[config.mk]
export PLATFORM = sky130hd
export DESIGN_NAME = wind_vector_sched_flat
export DESIGN_NICKNAME = d
export VERILOG_FILES = /design/src/rtl/wind_vector_sched_if.sv /design/src/rtl/wind_vector_sched.sv /design/src/flat_wrapper.sv
export SDC_FILE = /design/constraint.sdc
export NUM_CORES = 1
export LEC_CHECK = 0
export ABC_CLOCK_PERIOD_IN_PS = 8700
export CORE_ASPECT_RATIO = 0.9
export CORE_MARGIN = 1.5
export CORE_UTILIZATION = 55
export CTS_CLUSTER_DIAMETER = 60
export DETAILED_ROUTE_END_ITERATION = 7
export GPL_TIMING_DRIVEN = 0
export PLACE_DENSITY = 0.89
export SLEW_MARGIN = 25
export SYNTH_ARGS = -nofsm -noshare
export SYNTH_HDL_FRONTEND = slang
export SYNTH_SLANG_ARGS = --single-unit
[constraint.sdc]
create_clock -name clock -period 8.7 [get_ports clock]
set_input_delay 0.87 -clock clock [delete_from_list [all_inputs] [get_ports clock]]
set_output_delay 0.87 -clock clock [all_outputs]
set_load 0.01 [all_outputs]
[src/rtl/wind_vector_sched_if.sv]
// Signal bundle between the wind vector scheduler, the sample source, the CORDIC engine
// and the result readback. The deadband input exists only with WINDSCHED_DEADBAND_EN.
interface wind_vector_sched_if #(
    parameter int unsigned OVR_W = 8
);
    logic                      speeden;
    logic signed [15:0]        speedX;
    logic signed [15:0]        speedY;
    logic                      cstart;
    logic signed [17:0]        cx;
    logic signed [17:0]        cy;
    logic                      cdone;
    logic        [17:0]        cmag;
    logic signed [15:0]        cang;
    logic signed [15:0]        windspeed;
    logic signed [15:0]        windangle;
    logic                      outvalid;
    logic                      busy;
    logic                      err;
    logic        [OVR_W-1:0]   overrun;
`ifdef WINDSCHED_DEADBAND_EN
    logic signed [15:0]        deadband;

    modport master (
        input  speeden, speedX, speedY, cdone, cmag, cang, deadband,
        output cstart, cx, cy, windspeed, windangle, outvalid, busy, err, overrun
    );
    modport slave (
        output speeden, speedX, speedY, cdone, cmag, cang, deadband,
        input  cstart, cx, cy, windspeed, windangle, outvalid, busy, err, overrun
    );
`else
    modport master (
        input  speeden, speedX, speedY, cdone, cmag, cang,
        output cstart, cx, cy, windspeed, windangle, outvalid, busy, err, overrun
    );
    modport slave (
        output speeden, speedX, speedY, cdone, cmag, cang,
        input  cstart, cx, cy, windspeed, windangle, outvalid, busy, err, overrun
    );
`endif
endinterface

[src/rtl/wind_vector_sched.sv]
// Converts (speedX, speedY) samples to windspeed/windangle via a shared CORDIC vectoring
// engine. Optional macro WINDSCHED_DEADBAND_EN holds the angle below a speed deadband.
module wind_vector_sched #(
    parameter int unsigned CORDIC_TIMEOUT = 64,
    parameter logic [15:0] INV_GAIN       = 16'd39797,
    parameter int unsigned OVR_W          = 8
) (
    input logic                 clock,
    input logic                 reset,
    wind_vector_sched_if.master bus
);
    localparam int unsigned        CNT_W   = $clog2(CORDIC_TIMEOUT + 1);
    localparam logic signed [16:0] ANG_PI  = 17'sd23040;
    localparam logic signed [16:0] ANG_2PI = 17'sd46080;

    typedef enum logic [2:0] {IDLE, PREP, WAIT, SCALE, OUT} state_t;

    state_t                    state_q, state_d;
    logic                      cstart_q, cstart_d;
    logic signed [17:0]        cx_q, cx_d;
    logic signed [17:0]        cy_q, cy_d;
    logic                      flip_q, flip_d;
    logic                      zero_q, zero_d;
    logic        [CNT_W-1:0]   cnt_q, cnt_d;
    logic        [17:0]        mag_q, mag_d;
    logic signed [15:0]        ang_q, ang_d;
    logic signed [15:0]        spd_q, spd_d;
    logic signed [15:0]        wang_q, wang_d;
    logic                      outvalid_q, outvalid_d;
    logic                      busy_q, busy_d;
    logic                      err_q, err_d;
    logic        [OVR_W-1:0]   ovr_q, ovr_d;
    logic                      pend_v_q, pend_v_d;
    logic signed [15:0]        pend_x_q, pend_x_d;
    logic signed [15:0]        pend_y_q, pend_y_d;

    logic                      take_live;
    logic                      take_pend;
    logic signed [15:0]        sel_x;
    logic signed [15:0]        sel_y;
    logic signed [17:0]        ext_x;
    logic signed [17:0]        ext_y;
    logic                      neg;
    logic        [17:0]        m_val;
    logic        [16:0]        spd_rnd;
    logic signed [15:0]        spd_next;
    logic signed [16:0]        ang_sum;
    logic signed [15:0]        ang_next;

    // A live sample wins over the pending one; the pending sample then waits its turn.
    assign take_live = (state_q == IDLE) && bus.speeden;
    assign take_pend = (state_q == IDLE) && !bus.speeden && pend_v_q;
    assign sel_x     = take_live ? bus.speedX : pend_x_q;
    assign sel_y     = take_live ? bus.speedY : pend_y_q;
    assign ext_x     = {{2{sel_x[15]}}, sel_x};
    assign ext_y     = {{2{sel_y[15]}}, sel_y};
    assign neg       = sel_x[15];

    // Gain correction, Q10 -> Q7 round-half-up, then saturation.
    assign m_val    = 18'((34'(mag_q) * 34'(INV_GAIN)) >> 16);
    assign spd_rnd  = 17'((19'(m_val) + 19'd4) >> 3);
    assign spd_next = spd_rnd[16] ? 16'sd32767 : signed'(spd_rnd[15:0]);

    // Undo the half-plane pre-rotation and unwrap into (-180, 180] degrees.
    assign ang_sum  = signed'({ang_q[15], ang_q}) + (flip_q ? ANG_PI : 17'sd0);
    assign ang_next = (ang_sum > ANG_PI) ? 16'(ang_sum - ANG_2PI) : 16'(ang_sum);

    always_comb begin
        state_d    = state_q;
        cstart_d   = 1'b0;
        cx_d       = cx_q;
        cy_d       = cy_q;
        flip_d     = flip_q;
        zero_d     = zero_q;
        cnt_d      = cnt_q;
        mag_d      = mag_q;
        ang_d      = ang_q;
        spd_d      = spd_q;
        wang_d     = wang_q;
        outvalid_d = 1'b0;
        err_d      = err_q;
        ovr_d      = ovr_q;
        pend_v_d   = pend_v_q;
        pend_x_d   = pend_x_q;
        pend_y_d   = pend_y_q;

        case (state_q)
            IDLE: begin
                if (take_live || take_pend) begin
                    state_d  = PREP;
                    cx_d     = neg ? -ext_x : ext_x;
                    cy_d     = neg ? -ext_y : ext_y;
                    flip_d   = neg;
                    zero_d   = (sel_x == 16'sd0) && (sel_y == 16'sd0);
                    cstart_d = !((sel_x == 16'sd0) && (sel_y == 16'sd0));
                    cnt_d    = '0;
                    if (take_pend) begin
                        pend_v_d = 1'b0;
                    end
                end
            end
            PREP: begin
                if (zero_q) begin
                    mag_d   = '0;
                    ang_d   = '0;
                    state_d = SCALE;
                end else begin
                    state_d = WAIT;
                end
            end
            WAIT: begin
                if (bus.cdone) begin
                    mag_d   = bus.cmag;
                    ang_d   = bus.cang;
                    state_d = SCALE;
                end else if (cnt_q == CNT_W'(CORDIC_TIMEOUT - 1)) begin
                    err_d   = 1'b1;
                    state_d = IDLE;
                end else begin
                    cnt_d = cnt_q + CNT_W'(1);
                end
            end
            SCALE: begin
                spd_d      = spd_next;
`ifdef WINDSCHED_DEADBAND_EN
                if (spd_next >= bus.deadband) begin
                    wang_d = ang_next;
                end
`else
                wang_d     = ang_next;
`endif
                outvalid_d = 1'b1;
                state_d    = OUT;
            end
            OUT: begin
                state_d = IDLE;
            end
            default: begin
                state_d = IDLE;
            end
        endcase

        // Samples arriving while busy land in the one-deep buffer, newest wins.
        if ((state_q != IDLE) && bus.speeden) begin
            pend_x_d = bus.speedX;
            pend_y_d = bus.speedY;
            pend_v_d = 1'b1;
            if (pend_v_q && (ovr_q != '1)) begin
                ovr_d = ovr_q + OVR_W'(1);
            end
        end

        busy_d = (state_d != IDLE);
    end

    always_ff @(posedge clock) begin
        if (reset) begin
            state_q    <= IDLE;
            cstart_q   <= 1'b0;
            cx_q       <= '0;
            cy_q       <= '0;
            flip_q     <= 1'b0;
            zero_q     <= 1'b0;
            cnt_q      <= '0;
            mag_q      <= '0;
            ang_q      <= '0;
            spd_q      <= '0;
            wang_q     <= '0;
            outvalid_q <= 1'b0;
            busy_q     <= 1'b0;
            err_q      <= 1'b0;
            ovr_q      <= '0;
            pend_v_q   <= 1'b0;
            pend_x_q   <= '0;
            pend_y_q   <= '0;
        end else begin
            state_q    <= state_d;
            cstart_q   <= cstart_d;
            cx_q       <= cx_d;
            cy_q       <= cy_d;
            flip_q     <= flip_d;
            zero_q     <= zero_d;
            cnt_q      <= cnt_d;
            mag_q      <= mag_d;
            ang_q      <= ang_d;
            spd_q      <= spd_d;
            wang_q     <= wang_d;
            outvalid_q <= outvalid_d;
            busy_q     <= busy_d;
            err_q      <= err_d;
            ovr_q      <= ovr_d;
            pend_v_q   <= pend_v_d;
            pend_x_q   <= pend_x_d;
            pend_y_q   <= pend_y_d;
        end
    end

    assign bus.cstart    = cstart_q;
    assign bus.cx        = cx_q;
    assign bus.cy        = cy_q;
    assign bus.windspeed = spd_q;
    assign bus.windangle = wang_q;
    assign bus.outvalid  = outvalid_q;
    assign bus.busy      = busy_q;
    assign bus.err       = err_q;
    assign bus.overrun   = ovr_q;

endmodule

[src/flat_wrapper.sv]
// flat-port wrapper written by rule: the top's interface ports become plain ports
module wind_vector_sched_flat 
#(
    parameter int unsigned CORDIC_TIMEOUT = 64,
    parameter logic [15:0] INV_GAIN       = 16'd39797,
    parameter int unsigned OVR_W          = 8
)
  (clock, reset, bus_speeden, bus_speedX, bus_speedY, bus_cdone, bus_cmag, bus_cang, bus_cstart, bus_cx, bus_cy, bus_windspeed, bus_windangle, bus_outvalid, bus_busy, bus_err, bus_overrun);
  wind_vector_sched_if #(.OVR_W(OVR_W)) bus_i ();
  input logic clock;
  input logic reset;
  input wire logic [$bits(bus_i.speeden)-1:0] bus_speeden;
  input wire logic [$bits(bus_i.speedX)-1:0] bus_speedX;
  input wire logic [$bits(bus_i.speedY)-1:0] bus_speedY;
  input wire logic [$bits(bus_i.cdone)-1:0] bus_cdone;
  input wire logic [$bits(bus_i.cmag)-1:0] bus_cmag;
  input wire logic [$bits(bus_i.cang)-1:0] bus_cang;
  output wire logic [$bits(bus_i.cstart)-1:0] bus_cstart;
  output wire logic [$bits(bus_i.cx)-1:0] bus_cx;
  output wire logic [$bits(bus_i.cy)-1:0] bus_cy;
  output wire logic [$bits(bus_i.windspeed)-1:0] bus_windspeed;
  output wire logic [$bits(bus_i.windangle)-1:0] bus_windangle;
  output wire logic [$bits(bus_i.outvalid)-1:0] bus_outvalid;
  output wire logic [$bits(bus_i.busy)-1:0] bus_busy;
  output wire logic [$bits(bus_i.err)-1:0] bus_err;
  output wire logic [$bits(bus_i.overrun)-1:0] bus_overrun;
  assign bus_i.speeden = bus_speeden;
  assign bus_i.speedX = bus_speedX;
  assign bus_i.speedY = bus_speedY;
  assign bus_i.cdone = bus_cdone;
  assign bus_i.cmag = bus_cmag;
  assign bus_i.cang = bus_cang;
  assign bus_cstart = bus_i.cstart;
  assign bus_cx = bus_i.cx;
  assign bus_cy = bus_i.cy;
  assign bus_windspeed = bus_i.windspeed;
  assign bus_windangle = bus_i.windangle;
  assign bus_outvalid = bus_i.outvalid;
  assign bus_busy = bus_i.busy;
  assign bus_err = bus_i.err;
  assign bus_overrun = bus_i.overrun;
  wind_vector_sched #(.CORDIC_TIMEOUT(CORDIC_TIMEOUT), .INV_GAIN(INV_GAIN), .OVR_W(OVR_W)) u_core (.clock(clock), .reset(reset), .bus(bus_i));
endmodule
==> results of run 1 <==
where the power goes:
group | leakage (nW) | switching (mW) | internal (mW)
sequential | 1.29 | 0.0480 | 0.778
combinational | 5.45 | 0.480 | 0.330
clock | 0.297 | 0.330 | 0.453
through the flow:
stage               cell area (um^2)  total power, mW  hold WS (ns)
finish                         15700             2.42         0.451
CTS                            15700             2.41         0.453
detailed placement             15100             1.63         0.443
global placement               15100             1.60         0.438
floorplan                      13200             1.37         0.432
global route                   15700             2.55         0.468
how the worst max path moves through the flow:
stage	to	cells after the start
global placement	u_core.bus.windspeed[14]	23
finish	u_core.bus.windspeed[14]	23
global route	u_core.bus.windspeed[14]	23
detailed placement	u_core.bus.windspeed[14]	23
CTS	u_core.bus.windspeed[14]	23
floorplan	u_core.bus.windspeed[14]	23
flip-flops by register name, indices dropped and copies added, names as in the netlist, 16 cells and up:
signal	flops
u_core.bus.cy	18
u_core.mag_q	18
u_core.ang_q	16
u_core.pend_y_q	16
u_core.bus.windspeed	16
u_core.bus.windangle	16
u_core.pend_x_q	16
u_core.bus.cx	18
worst max-delay path, cell delays in order (launching register included):
cell,delay [ns]
dfxtp_1,0.64
inv_1,0.27
fa_1,0.54
fa_1,0.52
inv_1,0.06
fa_1,0.52
inv_1,0.06
fa_1,0.47
inv_1,0.06
fa_1,0.54
inv_1,0.06
fa_1,0.53
inv_1,0.05
ha_1,0.28
buf_4,0.17
a21oi_1,0.19
o21ai_0,0.15
a22o_1,0.28
or3_1,0.37
a221oi_2,0.27
xnor2_1,0.28
nand4_1,0.29
or4_1,0.47
a311oi_1,0.29
final cells by class:
class,count,area share
Inverter,201,0.0481
Clock buffer,20,0.0297
Timing Repair Buffer,148,0.0944
Buffer,61,0.0152
Tap cell,302,0.0241
Sequential cell,159,0.203
Clock inverter,12,0.00917
Multi-Input combinational cell,1088,0.577
cell families (layout without fill, tap and decap cells):
logic type,Yosys count,count (layout),share of synthesized area
mux,35,35,0.0265
simple gates,429,429,0.152
buf+inv,262,442,0.0750
flops,159,159,0.241
compound gates,306,306,0.154
xor+xnor,58,58,0.0390
fa+ha+maj,260,260,0.313
placed cells by master (no fill, tap or decap), types with 7 or more instances in the layout:
| master | n |
|---|---|
| nor3_1 | 25 |
| clkbuf_16 | 17 |
| a211oi_1 | 30 |
| clkdlybuf4s50_1 | 148 |
| o211ai_1 | 8 |
| o21a_1 | 10 |
| xnor2_1 | 34 |
| nand4_1 | 15 |
| nand2b_1 | 7 |
| xor2_1 | 23 |
| inv_1 | 201 |
| o21ai_0 | 33 |
| clkbuf_1 | 50 |
| fa_1 | 118 |
| nor2_1 | 104 |
| a21oi_1 | 119 |
| nand3_1 | 15 |
| or3_1 | 18 |
| a21o_1 | 9 |
| dfxtp_1 | 159 |
| nor2b_1 | 10 |
| nand2_1 | 182 |
| a22oi_1 | 34 |
| a31oi_1 | 12 |
| ha_1 | 142 |
| mux2i_1 | 35 |
routing by layer:
metal	vias to the layer above	wire [um]	GRT usage
li1	5435	-	-
met1	5643	15400	0.384
met2	502	17100	0.498
met3	77	3320	0.0660
met4	0	935	0.101
met5	-	0	0
==> results.yml, run 1 <==
setup_path:
  reg2reg_to: "u_core.bus.windspeed[14]"
  endpoint_kind: "flop"
  reg2reg_from: "u_core.mag_q[12]"
  critPathArrivalTime_ns: 7.77
  reg2reg_slack_ns: 1.26
  worstSetupStartpoint: "u_core.mag_q[12]"
  path_class: "flop to flop"
  critical_path_required_ns: 9.03
  cp-start-kind: "flop"
  reg2reg_depth: 23
  crit_fanout: 9
routing:
  drt_iter0_drc: 1111
  vias: 11700
  drt-total-wl_um: 36700
  via_per_inst: 5.85
  drc: 8
  drtPass1Iterations: 8
  wl_per_cell_um: 18.5
  postRouteAntennaNets: 0
clock_network:
  ctsHoldBuffers: 0
  clk_pin_slew_ns: 0.07
  ctsLongestPathBuffers: 2
  htreeDepth: 4
  cts-resized-gates: 0
  postCtsSetupBuffers: 0
  clock-sinks: 159
  clk_latency_ns: 0.43
  cts_tree: "yes"
  cts-root-buf: "clkbuf_16"
  cts_buffers: 17
logic_synthesis:
  synth_top_area_share: 0.241
  avgSynthCellArea_um2: 8.76
  postSynthCellCount: 1509
  synth_edf_count: 0
  synth_flop_cell: "dfxtp_1"
  yosys-top-cells-area: "dfxtp_1 (24%), fa_1 (18%), ha_1 (13%), inv_1 (5.7%), nand2_1 (5.2%)"
  synth_nets: 1839
  ys_top_cells_by_count: "inv_1 (201), nand2_1 (182), dfxtp_1 (159)"
  seq_area_frac_synth: 0.241
  ys_warn_count: 0
  synth_most_common_cell: "inv_1"
  syn_area_mm2: 0.0132
  synth_cell_types: 84
  ys_ff_latch: 159
  yosysTopAreaCell: "dfxtp_1"
  synthArstFlopShare: 0
grt:
  grt_pass1_vias: 11800
  overflow: 0
  grt_max_degree: 17
  grt_pass1_wl_um: 58800
  antenna_found_initial: 0
  track_usage: 0.298
timing:
  max_freq_mhz: 134
  maxSlewViolCount: 0
  min_period_ns: 7.44
  setup-tns-final_ns: 0
  hold_viol_final: 0
  finClkSkew_ns: 0.0125
  fin_crit_sh: 0.855
  worst_slew_pin_slew_ns: 0.969
  finalSetupViolCount: 0
  rsz0062_at_grt: "false"
  fin_ws_ns: 1.26
  slew_headroom: 0.352
final_layout:
  final_util: 0.668
  fin_cells: 1991
  syn_to_final_growth_pct: 18.7
  final_nets: 2006
  n_fill_cell: 1851
  ff_latch_area_mm2: 0.00318
  antenna_cells: 0
  drive_above_1_share: 0.0385
  multi_input_area_mm2: 0.00905
power_and_ir_drop:
  pwr_density_cell_mw_per_mm2: 154
  p_leak_nw: 7.04
  vdd_drop_max_uv: 143
status:
  violations: "DRC"
  status: "finished with violations"
floorplanning:
  io_pins: 150
  chipWidth_um: 166
  row_count: 53
  initial_core_util: 0.563
  dieArea_mm2: 0.0250
  fp.coreArea_mm2: 0.0235
  die_y_um: 150
placement:
  post-dp-hpwl_um: 29000
  dpl_worst_slack_ns: 1.38
  place.gp.congestion: 0.903
  dp_cells: 1959
  numPortBuffers: 148
hold_path:
  worstHoldStart: "u_core.bus.cy[5]"
  hp-class: "flop to flop"
  hold_end: "u_core.bus.cy[5]"
  hold-path-cell-count: 2
flow_run:
  maxCapViolCount: 0
No activity file was read; power rests on OpenSTA's default activity.
==> run 2, diff against run 1 <==
- ABC_AREA: default -> 1
==> results.yml, run 2 <==
status:
  status: "completed"
setup_path:
  crit_slowest_cell: "dfxtp_1"
  reg2reg_slack_ns: 2.06
  crit_fanout: 8
  reg2reg_from: "u_core.mag_q[14]"
  path_class: "flop to flop"
  critical_path_required_ns: 9.04
  endpoint_kind: "flop"
  critPathArrivalTime_ns: 6.98
  cpPeakStageDelay_ns: 0.69
  cpMostUsedCell: "inv_1"
  cp-start-kind: "flop"
  reg2reg_depth: 30
  reg2reg_to: "u_core.bus.windspeed[5]"
routing:
  drt_iter0_drc: 1195
  drtPass1Iterations: 5
  drt-total-wl_um: 41400
  drc: 0
  wl_per_cell_um: 16.6
  vias: 13600
  via_per_inst: 5.42
  postRouteAntennaNets: 0
floorplanning:
  row_count: 55
  die_y_um: 156
  initial_core_util: 0.564
  fp.coreArea_mm2: 0.0253
  chipWidth_um: 173
  dieArea_mm2: 0.0269
  io_pins: 150
power_and_ir_drop:
  total_power_mw: 2.90
  p_leak_nw: 8.68
  vdd_drop_max_uv: 132
  pwr_density_cell_mw_per_mm2: 173
clock_network:
  htreeDepth: 4
  postCtsSetupBuffers: 0
  clk_latency_ns: 0.45
  ctsLongestPathBuffers: 2
  ctsHoldBuffers: 0
  cts_buffers: 17
  clk_pin_slew_ns: 0.08
  clock-sinks: 159
  cts-resized-gates: 0
  cts-root-buf: "clkbuf_16"
  cts_tree: "yes"
logic_synthesis:
  seq_area_frac_synth: 0.224
  ys_top_cells_by_count: "inv_1 (409), nand2_1 (381), nor2_1 (201)"
  synth_cell_types: 45
  synth_xor_area_frac: 0.0160
  yosysTopAreaCell: "dfxtp_1"
  synth_top_area_share: 0.224
  synthSimpleGateAreaFrac: 0.243
  syn_area_mm2: 0.0142
  ys_warn_count: 0
  ys_ff_latch: 159
  synth_edf_count: 0
  synth_most_common_cell: "inv_1"
  synthMuxAreaShare: 0.00211
  synth_adder_area_share: 0.291
  synth_compound_area_frac: 0.0968
  synth_flop_cell: "dfxtp_1"
  postSynthCellCount: 1976
  synth_nets: 2306
  synthArstFlopShare: 0
  avgSynthCellArea_um2: 7.21
  yosys-top-cells-area: "dfxtp_1 (22%), fa_1 (17%), ha_1 (12%), inv_1 (11%), nand2_1 (10%)"
  synth_top_family_by_area: "adder cells"
timing:
  worst_slew_pin_slew_ns: 0.950
  slew_headroom: 0.366
  fin_crit_sh: 0.763
  finalSetupViolCount: 0
  max_freq_mhz: 151
  finClkSkew_ns: 0.0229
  hold_viol_final: 0
  fin_ws_ns: 2.06
  maxSlewViolCount: 0
  rsz0062_at_grt: "false"
  setup-tns-final_ns: 0
  min_period_ns: 6.64
grt:
  grt_max_degree: 19
  antenna_found_initial: 4
  overflow: 0
  track_usage: 0.310
  grt_pass1_wl_um: 65800
  grt_pass1_vias: 12900
placement:
  dpl_worst_slack_ns: 2.08
  numPortBuffers: 148
  post-dp-hpwl_um: 33200
  place.gp.congestion: 1.01
final_layout:
  mostFrequentLayoutCells: "inv_1 (409), nand2_1 (381), nor2_1 (201), dfxtp_1 (159), clkdlybuf4s50_1 (148)"
  final_common_cell: "inv_1"
  syn_to_final_growth_pct: 17.7
  drive_above_1_share: 0.0450
  final_nets: 2473
  n_fill_cell: 2086
hold_path:
  hp-class: "flop to flop"
  hold-path-cell-count: 2
  hold_end: "u_core.bus.cx[16]"
  worstHoldStart: "u_core.bus.cx[16]"
flow_run:
  maxCapViolCount: 0
[run 2: cell types whose count changed after synthesis, sizes merged, moves of 18 or more]
| cell | previous run | this run |
|---|---|---|
| xnor2 | 35 | 11 |
| nand2 | 183 | 389 |
| inv | 201 | 415 |
| a22oi | 34 | 0 |
| o21ai | 35 | 127 |
| nand3 | 16 | 134 |
| a211oi | 31 | 1 |
| or2 | 4 | 22 |
| mux2i | 35 | 3 |
| or3 | 19 | 0 |
| a21oi | 119 | 95 |
| nor2 | 104 | 216 |
[run 2: logic make-up (layout without fill, tap and decap cells)]
logic type,count (synthesis),after routing
simple gates,806,806
buf+inv,472,652
fa+ha+maj,260,260
compound gates,250,250
flops,159,159
xor+xnor,26,26
mux,3,3
other cells,0,3
[run 2: metal layers]
layer  vias up  GRT usage  part of all wire
li1       6470          -                 -
met1      6309      0.431              0.43
met2       668      0.485              0.45
met3       102     0.0529             0.088
met4         2      0.114             0.032
met5         -          0           0.00031
[run 2: worst max-delay path by stage]
stage	endpoint	slack, ns	cells past startpoint	startpoint
5_1_grt	u_core.bus.windspeed[9]	1.64	32	u_core.mag_q[14]
2_1_floorplan	u_core.bus.windspeed[5]	2.96	31	u_core.mag_q[6]
3_3_place_gp	u_core.bus.windspeed[15]	2.25	29	u_core.mag_q[14]
4_1_cts	u_core.bus.windspeed[15]	2.03	29	u_core.mag_q[14]
6_report	u_core.bus.windspeed[5]	2.06	30	u_core.mag_q[14]
3_5_place_dp	u_core.bus.windspeed[15]	2.08	29	u_core.mag_q[14]
[run 2: final cells by class]
cell class              instances  area [um^2]  share of cell area
clock buffers                  17          425              0.0254
multi-input cells            1345         9240               0.551
plain buffers                  57          258              0.0154
inverters                     415         1560              0.0931
flip-flops and latches        159         3180               0.190
well taps                     342          428              0.0255
diodes                          3         7.51            0.000448
repair buffers                148         1480              0.0884
clock inverters                15          173              0.0103
[run 2: power by group]
group	internal (mW)	switching, mW
clock network	0.385	0.378
logic	0.478	0.772
registers	0.814	0.0715
[run 2: worst max-delay path, delay by kind of cell, from the launching register on]
kind	cells	cell delay, ns
compound gates	2	0.38
xor+xnor	1	0.14
fa+ha+maj	8	3.65
buf+inv	12	0.93
flops	1	0.69
simple gates	7	0.71
[run 2: metrics by stage]
stage,utilization,hold slack (ns),cell area (um^2),std cells
after floorplan,-,0.430,14200,1976
after global placement,0.639,0.419,16100,2466
after detailed placement,0.639,0.420,16100,2466
after CTS,0.663,0.430,16700,2498
after global routing,0.663,0.460,16800,2501
final,0.663,0.425,16800,2501
